<file path="src/rtl/serial_bus_arb_pkg.sv">
// Shared types and helpers for the serial bus arbiter.
//   state_t    : arbiter FSM encoding (IDLE / BUSY / RELEASE)
//   bus_req_t  : one master's view of the slave-side bus (wdata, mode, valid)
//   clog2      : ceiling log2 for sizing index fields
//   id_width   : index width, never below one bit
package serial_bus_arb_pkg;

  localparam int DEF_NUM_MASTERS    = 2;
  localparam int DEF_TIMEOUT_CYCLES = 256;

  typedef enum logic [1:0] {
    IDLE    = 2'd0,
    BUSY    = 2'd1,
    RELEASE = 2'd2
  } state_t;

  typedef struct packed {
    logic wdata;
    logic mode;
    logic valid;
  } bus_req_t;

  function automatic int clog2(input int v);
    int r;
    r = 0;
    while ((1 << r) < v) r++;
    return r;
  endfunction

  function automatic int id_width(input int n);
    return (n > 1) ? clog2(n) : 1;
  endfunction

endpackage

</file>
<file path="src/rtl/serial_bus_arbiter_rr_picker.sv">
// Combinational round-robin selector.
//   req : request vector
//   ptr : index of the last granted master; search starts at ptr+1
//   gnt : one-hot winner (zero if no request)
//   idx : winner index
//   any : at least one request present
module rr_picker
  import serial_bus_arb_pkg::*;
#(
  parameter int NUM_MASTERS = DEF_NUM_MASTERS
) (
  input  logic [NUM_MASTERS-1:0]           req,
  input  logic [id_width(NUM_MASTERS)-1:0] ptr,
  output logic [NUM_MASTERS-1:0]           gnt,
  output logic [id_width(NUM_MASTERS)-1:0] idx,
  output logic                             any
);
  localparam int IDW = id_width(NUM_MASTERS);
  localparam logic [IDW-1:0] LAST = IDW'(NUM_MASTERS - 1);

  logic [IDW-1:0] j;

  // Walk ptr+1, ptr+2, ... with explicit wrap so non-power-of-two
  // master counts never index past the request vector.
  always_comb begin
    gnt = '0;
    idx = '0;
    any = 1'b0;
    j   = ptr;
    for (int i = 0; i < NUM_MASTERS; i++) begin
      j = (j == LAST) ? '0 : j + 1'b1;
      if (!any && req[j]) begin
        any    = 1'b1;
        gnt[j] = 1'b1;
        idx    = j;
      end
    end
  end

endmodule

</file>
<file path="src/rtl/serial_bus_arbiter.sv">
// Round-robin arbiter sharing one serial-bus slave between NUM_MASTERS masters.
//   clk, rst      : clock, synchronous active-high reset
//   mreq          : per-master request, held for the whole transaction
//   mgrant        : registered one-hot grant
//   mwdata/mmode/mvalid : per-master bus inputs, only the granted one is routed
//   msrdata       : slave read data, broadcast
//   msvalid       : slave read valid, gated to the granted master
//   bwdata/bmode/bvalid : to the slave
//   srdata/svalid/sready: from the slave
//   gnt_id        : current/last granted master index
//   timeout       : one-cycle pulse when the watchdog reclaims the bus
module serial_bus_arbiter
  import serial_bus_arb_pkg::*;
#(
  parameter int NUM_MASTERS    = DEF_NUM_MASTERS,
  parameter int TIMEOUT_CYCLES = DEF_TIMEOUT_CYCLES,
  parameter int CNT_WIDTH      = 9
) (
  input  logic                             clk,
  input  logic                             rst,
  input  logic [NUM_MASTERS-1:0]           mreq,
  output logic [NUM_MASTERS-1:0]           mgrant,
  input  logic [NUM_MASTERS-1:0]           mwdata,
  input  logic [NUM_MASTERS-1:0]           mmode,
  input  logic [NUM_MASTERS-1:0]           mvalid,
  output logic                             msrdata,
  output logic [NUM_MASTERS-1:0]           msvalid,
  output logic                             bwdata,
  output logic                             bmode,
  output logic                             bvalid,
  input  logic                             srdata,
  input  logic                             svalid,
  input  logic                             sready,
  output logic [id_width(NUM_MASTERS)-1:0] gnt_id,
  output logic                             timeout
);
  localparam int IDW = id_width(NUM_MASTERS);
  localparam logic [CNT_WIDTH-1:0] WD_LAST =
    (TIMEOUT_CYCLES == 0) ? '0 : CNT_WIDTH'(TIMEOUT_CYCLES - 1);
  localparam bit WD_EN = (TIMEOUT_CYCLES != 0);

  state_t                 state, nxt_state;
  logic [NUM_MASTERS-1:0] nxt_grant, pick_gnt;
  logic [IDW-1:0]         ptr, nxt_ptr, nxt_gid, pick_idx;
  logic                   pick_any;
  logic [CNT_WIDTH-1:0]   wdcnt, nxt_cnt;
  logic                   nxt_to;
  logic                   bus_act, wd_fire;
  bus_req_t               bus;

  rr_picker #(.NUM_MASTERS(NUM_MASTERS)) u_pick (
    .req (mreq),
    .ptr (ptr),
    .gnt (pick_gnt),
    .idx (pick_idx),
    .any (pick_any)
  );

  // Mux straight off the registered one-hot grant: a zero grant
  // yields an all-zero bus, so ungranted masters never leak through.
  assign bus.wdata = |(mwdata & mgrant);
  assign bus.mode  = |(mmode  & mgrant);
  assign bus.valid = |(mvalid & mgrant);

  assign bwdata  = bus.wdata;
  assign bmode   = bus.mode;
  assign bvalid  = bus.valid;
  assign msrdata = srdata;
  assign msvalid = mgrant & {NUM_MASTERS{svalid}};

  assign bus_act = bvalid | svalid;
  assign wd_fire = WD_EN && !bus_act && (wdcnt == WD_LAST);

  always_comb begin
    nxt_state = state;
    nxt_grant = mgrant;
    nxt_gid   = gnt_id;
    nxt_ptr   = ptr;
    nxt_cnt   = '0;
    nxt_to    = 1'b0;
    case (state)
      IDLE: begin
        if (pick_any && sready) begin
          nxt_grant = pick_gnt;
          nxt_gid   = pick_idx;
          nxt_state = BUSY;
        end
      end
      BUSY: begin
        // Normal completion wins over a coincident watchdog expiry.
        if (!mreq[gnt_id]) begin
          nxt_grant = '0;
          nxt_ptr   = gnt_id;
          nxt_state = RELEASE;
        end else if (wd_fire) begin
          nxt_grant = '0;
          nxt_ptr   = gnt_id;
          nxt_to    = 1'b1;
          nxt_state = RELEASE;
        end else begin
          nxt_cnt = bus_act ? '0 : wdcnt + 1'b1;
        end
      end
      RELEASE: nxt_state = IDLE;
      default: nxt_state = IDLE;
    endcase
  end

  always_ff @(posedge clk) begin
    if (rst) begin
      state   <= IDLE;
      mgrant  <= '0;
      gnt_id  <= '0;
      ptr     <= IDW'(NUM_MASTERS - 1);
      wdcnt   <= '0;
      timeout <= 1'b0;
    end else begin
      state   <= nxt_state;
      mgrant  <= nxt_grant;
      gnt_id  <= nxt_gid;
      ptr     <= nxt_ptr;
      wdcnt   <= nxt_cnt;
      timeout <= nxt_to;
    end
  end

endmodule

</file>
<file path="config.mk">
export PLATFORM = sky130hd
export DESIGN_NAME = serial_bus_arbiter
export DESIGN_NICKNAME = d
export VERILOG_FILES = /design/src/rtl/serial_bus_arb_pkg.sv /design/src/rtl/serial_bus_arbiter_rr_picker.sv /design/src/rtl/serial_bus_arbiter.sv
export SDC_FILE = /design/constraint.sdc
export NUM_CORES = 1
export LEC_CHECK = 0
export ABC_AREA = 1
export ABC_CLOCK_PERIOD_IN_PS = 2100
export CAP_MARGIN = 40
export CORE_MARGIN = 2
export CORE_UTILIZATION = 35
export DETAILED_ROUTE_END_ITERATION = 16
export PLACE_DENSITY = 0.66
export SLEW_MARGIN = 10
export SYNTH_ARGS = -nofsm -noshare
export SYNTH_HDL_FRONTEND = slang
export SYNTH_SLANG_ARGS = --single-unit
export TNS_END_PERCENT = 10
</file>
<file path="constraint.sdc">
create_clock -name clk -period 2.1 [get_ports clk]
set_input_delay 0.21 -clock clk [delete_from_list [all_inputs] [get_ports clk]]
set_output_delay 0.21 -clock clk [all_outputs]
set_load 0.01 [all_outputs]
</file>
# [After elaboration in Yosys (flattened, before gate mapping)]
# Cells that the tools add are included.
[word_totals] elab_cells=74 ff_bits=16 out_inout_bits=10
[op_classes] mux=29 n_bitwise=8 add_sub_neg=3 n_reduce_logical=18 eq_ne=5 n_lt_le_gt_ge=5
[ops] cell="$mux 1" count=17
[ops] cell="$mux 2" count=8
[ops] cell="$add 9x1->9 const B" count=1
[ops] cell="$eq 9x8->1 const B" count=1
[ops] cell="$and 2x2->2" count=4
[ops] cell="$pmux 2 s2" count=2
[ops] cell="$lt 1x2->1 const B" count=3
[ops] cell="$reduce_and 2->1" count=3
[ops] cell="$reduce_or 2->1" count=3
[ops] cell="$logic_and 1x1->1" count=5
[ops] cell="$reduce_or 5->1" count=1
[ops] cell="$ne 2x2->1 const B" count=2
[ops] cell="$ne 3x3->1 const B" count=1
[ops] cell="$reduce_and 3->1" count=1
[ops] cell="$reduce_or 3->1" count=1
[ops] cell="$add 1x1->1 const B" count=2
[ops] cell="$demux 1 s1" count=2
[ops] cell="$eq 2x1->1 const B" count=1
[ops] cell="$ge 1x1->1 const B" count=2
[ops] cell="$logic_not 1->1" count=2
[ops] cell="$logic_not 2->1" count=1
[ops] cell="$not 1->1" count=2
[ops] cell="$or 2x2->2" count=1
[ops] cell="$reduce_bool 2->1" count=1
[ops] cell="$or 1x1->1" count=1

# [Longest topological paths before layout]
[logic_depth] depth_word=12 mapped_depth=11 depth_no_buf=11

# [Modules after synthesis]
# A second synthesis with hierarchy kept.
[hier_totals] hier_cells=108 hier_area_um2=795.8
[modules_own_cells] module="serial_bus_arbiter" n_inst=1 cells_per_inst=101 area_each_um2=765.7
[modules_own_cells] module="rr_picker" n_inst=1 cells_per_inst=7 area_each_um2=30.0

# [Worst setup path after synthesis]
# No wires, ideal clock.
[synth_timing] path_type="reg2reg" startpoint="register wdcnt[0]" endpoint="register ptr" setup_time_ns=0.119 stages_incl_launch_ff=12 slack_ns=0.442 period_less_slack_ns=1.658 path_buffers=0 arrival_ns=1.539 path_cell_list="dfxtp_1 -> ha_1 -> nand3_2 -> nor2_4 -> nand3_1 -> nor2_1 -> ha_1 -> nand4_2 -> nand2_2 -> nand2_2 -> nand2_1 -> nand3_1"
[synth_between] elab_chain_len=4
[synth_rtl] element="start: declaration" line_no="serial_bus_arbiter.sv:46" source="logic [CNT_WIDTH-1:0] wdcnt, nxt_cnt;"
[synth_rtl] element="start signal: assignment" line_no="serial_bus_arbiter.sv:122" source="wdcnt <= nxt_cnt;"
[synth_rtl] element="$eq 9x8->1" line_no="serial_bus_arbiter.sv:72" source="assign wd_fire = WD_EN && !bus_act && (wdcnt == WD_LAST);"
[synth_rtl] element="$logic_and 1x1->1" line_no="serial_bus_arbiter.sv:72"
[synth_rtl] element="$ne 2x2->1 (no line)"
[synth_rtl] element="$reduce_and 2->1 (no line)"
[synth_rtl] element="end signal: assignment" line_no="serial_bus_arbiter.sv:114" source="ptr <= IDW'(NUM_MASTERS - 1);"
[synth_rtl] element="end signal: assignment" line_no="serial_bus_arbiter.sv:121" source="ptr <= nxt_ptr;"
[synth_rtl] element="end: declaration" line_no="serial_bus_arbiter.sv:44" source="logic [IDW-1:0] ptr, nxt_ptr, nxt_gid, pick_idx;"
# Every way passes these cells.
# A chain may end at the register's enable or synchronous reset.

# [Worst setup path in the final report]
# Same ends and word-level chain as after synthesis.

==> run_results.csv <==
group,metric,value,unit
run_status,status,"finished clean",
route,first_iter_violations,12,
synthesis,synthesis.nets,113,
floorplan,start_util,36.9,%
synthesis,yosysTopAreaCell,"dfxtp_1",
timing,fin_crit_sh,84.7,%
clocking,cts.repair.resized,0,
synthesis,ys_types,27,
clocking,cts_root_buffer,"clkbuf_4",
route,routed_wl,1500,microns
timing,final.setup.tns,0,ns
clocking,cts_max_level,1,
route,drcViolationCount,0,
floorplan,die_x,52.1,microns
synthesis,syn_avg_cell_area,8.25,sq um
route,wl_per_cell,10.0,microns
synthesis,synth-edff-count,0,
power_and_ir_drop,combPwrFrac,17.2,%
synthesis,post-synth-top-count-cell,"dfxtp_1",
place,dp_hpwl,1200,microns
route,postRouteAntennaNets,0,
synthesis,ys_ff_latch,16,
route,dr_total_vias,675,
place,place_area,1040,sq um
timing,whs,0.420,ns
synthesis,async_flop_share,0,%
floorplan,core,2190,sq um
power_and_ir_drop,power.internal,0.477,mW
synthesis,synthesis.area,808,sq um
synthesis,yosysWarnings,0,
timing,worstMarginPinSlew,0.254,ns
timing,finalMaxSlewViolations,0,
global_routing,grt_max_degree,10,
timing,post-route-min-period,1.78,ns
timing,finalSetupViolCount,0,
route,via_per_inst,4.53,
clocking,clkSinkCount,16,
power_and_ir_drop,pwr-share-seq,50.8,%
worst_setup_path,crit_path_end_kind,"register",
synthesis,synthFlopType,"dfxtp_1",
global_routing,grt_pass1_vias,633,
final_layout,seq_area,320,sq um
global_routing,gr-usage-all-layers,12.2,%
hold_path,hold_depth,0,
power_and_ir_drop,clkPwrFrac,32.0,%
final_layout,fillers,218,
timing,max_freq,562,MHz
final_layout,multiInputGateArea,417,sq um
place,io_buffers,20,
final_layout,diodes,0,
clocking,holdBufCountCts,0,
worst_setup_path,criticalPathCategory,"register to register",
worst_setup_path,r2r_cells,11,
clocking,cts_tree,"built",
clocking,post-cts-setup-buffers,0,
place,gp_congestion,0.802,
final_layout,syn_to_final_growth,32.7,%
final_layout,drive_gt1_share,21.5,%
synthesis,synth_top_area_share,39.6,%
final_layout,nets,137,
global_routing,grt_pass1_wl,2460,microns
timing,skew,0.00364,ns
floorplan,num_io_pins,23,
power_and_ir_drop,p_sw,0.159,mW
power_and_ir_drop,ir_drop,0.348,mV
worst_setup_path,cp.required,2.28,ns
synthesis,synthTopCellsByCount,"16 x dfxtp_1, 15 x inv_1, 14 x nand2_1, 10 x nor2_1, 7 x nand2_2",
power_and_ir_drop,switching_share,25.0,%
clocking,clock_latency,0.29,ns
worst_setup_path,cp_max_fo,4,
power_and_ir_drop,p_leak,0.461,nW
power_and_ir_drop,pwr_density_cell,593,nW/um^2
synthesis,syn_inst,98,
global_routing,globalRouteOverflowTotal,0,
floorplan,die_area,2710,sq um
route,drt_pass1_iterations,4,
timing,rsz0062_at_grt,"false",
clocking,cts.clk_slew.worst_paths,0.09,ns
floorplan,chipHeight,52.1,microns
synthesis,yosysSeqAreaShare,39.6,%
floorplan,num_rows,17,
timing,hold_violations,0,
worst_setup_path,crit_path_start_kind,"register",
worst_setup_path,cp.arrival,1.96,ns
synthesis,synth.area.top_cells,"dfxtp_1 40%, inv_1 7.0%, nand2_1 6.5%",
final_layout,fin_area,1070,sq um
clocking,cts_inserted_buffers,3,
global_routing,antenna_found_initial,0,
run,cap_violations,0,
clocking,clockBufferDepth,2,
power_and_ir_drop,p_total,0.635,mW
timing,relSlewSlack,83.1,%
hold_path,hold_path.class,"input pin to output port",
metrics by stage:
| step | setup WS [ns] | utilization (%) | instances |
|---|---|---|---|
| final | 0.322 | 48.9 | 149 |
| after floorplan | 0.442 | - | 98 |
| after CTS | 0.300 | 48.9 | 149 |
| after global routing | 0.132 | 48.9 | 149 |
| after global placement | 0.351 | 47.3 | 145 |
| after detailed placement | 0.313 | 47.3 | 145 |
power by group through the flow:
| stage | Sequential (mW) | Clock [mW] | Combinational, mW |
|---|---|---|---|
| 4_1_cts | 0.323 | 0.213 | 0.111 |
| 3_3_place_gp | 0.330 | 0 | 0.109 |
| 2_1_floorplan | 0.330 | 0 | 0.0564 |
| 5_1_grt | 0.325 | 0.224 | 0.120 |
| 3_5_place_dp | 0.330 | 0 | 0.110 |
| 6_report | 0.323 | 0.203 | 0.109 |
registers in the layout, summed over array words and instances (netlist names):
signal,cells
wdcnt,9
mgrant,2
state,2
gnt_id,1
ptr,1
timeout,1
metal layers:
layer / vias up / global-route usage [%] / part of all wire, %
met1: 293 / 13.3 / 44
met4: 0 / 2.63 / 0.67
met2: 23 / 21.3 / 44
met3: 2 / 6.03 / 10
met5: - / 0 / 0
li1: 357 / - / -
cell usage in the layout, fill, tap and decap left out, drive strengths merged:
| cell | netlist | final |
|---|---|---|
| o2111ai | 1 | 1 |
| a21oi | 4 | 4 |
| a22o | 2 | 2 |
| nor3 | 1 | 1 |
| nand2 | 21 | 21 |
| nand3 | 9 | 9 |
| clkdlybuf4s50 | 0 | 20 |
| clkbuf | 0 | 4 |
| inv | 17 | 17 |
| or2 | 1 | 1 |
| nand4 | 2 | 2 |
| dfxtp | 16 | 16 |
| ha | 2 | 2 |
| xnor2 | 1 | 1 |
| nor2 | 14 | 14 |
| a31oi | 1 | 1 |
| nor3b | 1 | 1 |
| o21ai | 2 | 2 |
| xor2 | 2 | 2 |
path summary, 6_finish.rpt:
check / from / to / slack, ns
min reg2reg: wdcnt[0] / wdcnt[0] / 0.45
max: wdcnt[0] / ptr / 0.32
min: srdata / msrdata / 0.42
max reg2reg: wdcnt[0] / ptr / 0.32
worst max-delay path, stage by stage, from the launching register on:
cell,delay [ns]
dfxtp_1,0.36
ha_1,0.21
nand3_2,0.12
nor2_4,0.13
nand3_1,0.09
nor2_1,0.10
ha_1,0.23
nand4_2,0.15
nand2_2,0.09
nand2_2,0.08
nand2_1,0.06
nand3_1,0.06
cell families (layout without fill, tap and decap cells):
family                   Yosys count  in the layout  synth area share [%]
AND/OR/NAND/NOR                   49             49                  35.1
buffers and inverters             18             41                  8.82
adder cells (fa/ha/maj)            2              2                  3.10
flip-flops                        16             16                  39.6
XOR/XNOR                           3              3                  3.25
AO/OA/AOI/OAI                     10             10                  10.1
final cells by class:
type / count / share of cell area (%)
multi-input cells: 64 / 38.9
inverters: 17 / 5.95
clock buffers: 4 / 3.38
repair buffers: 20 / 18.7
flip-flops and latches: 16 / 29.9
well taps: 28 / 3.27
Power figures use the tool's default switching activity.
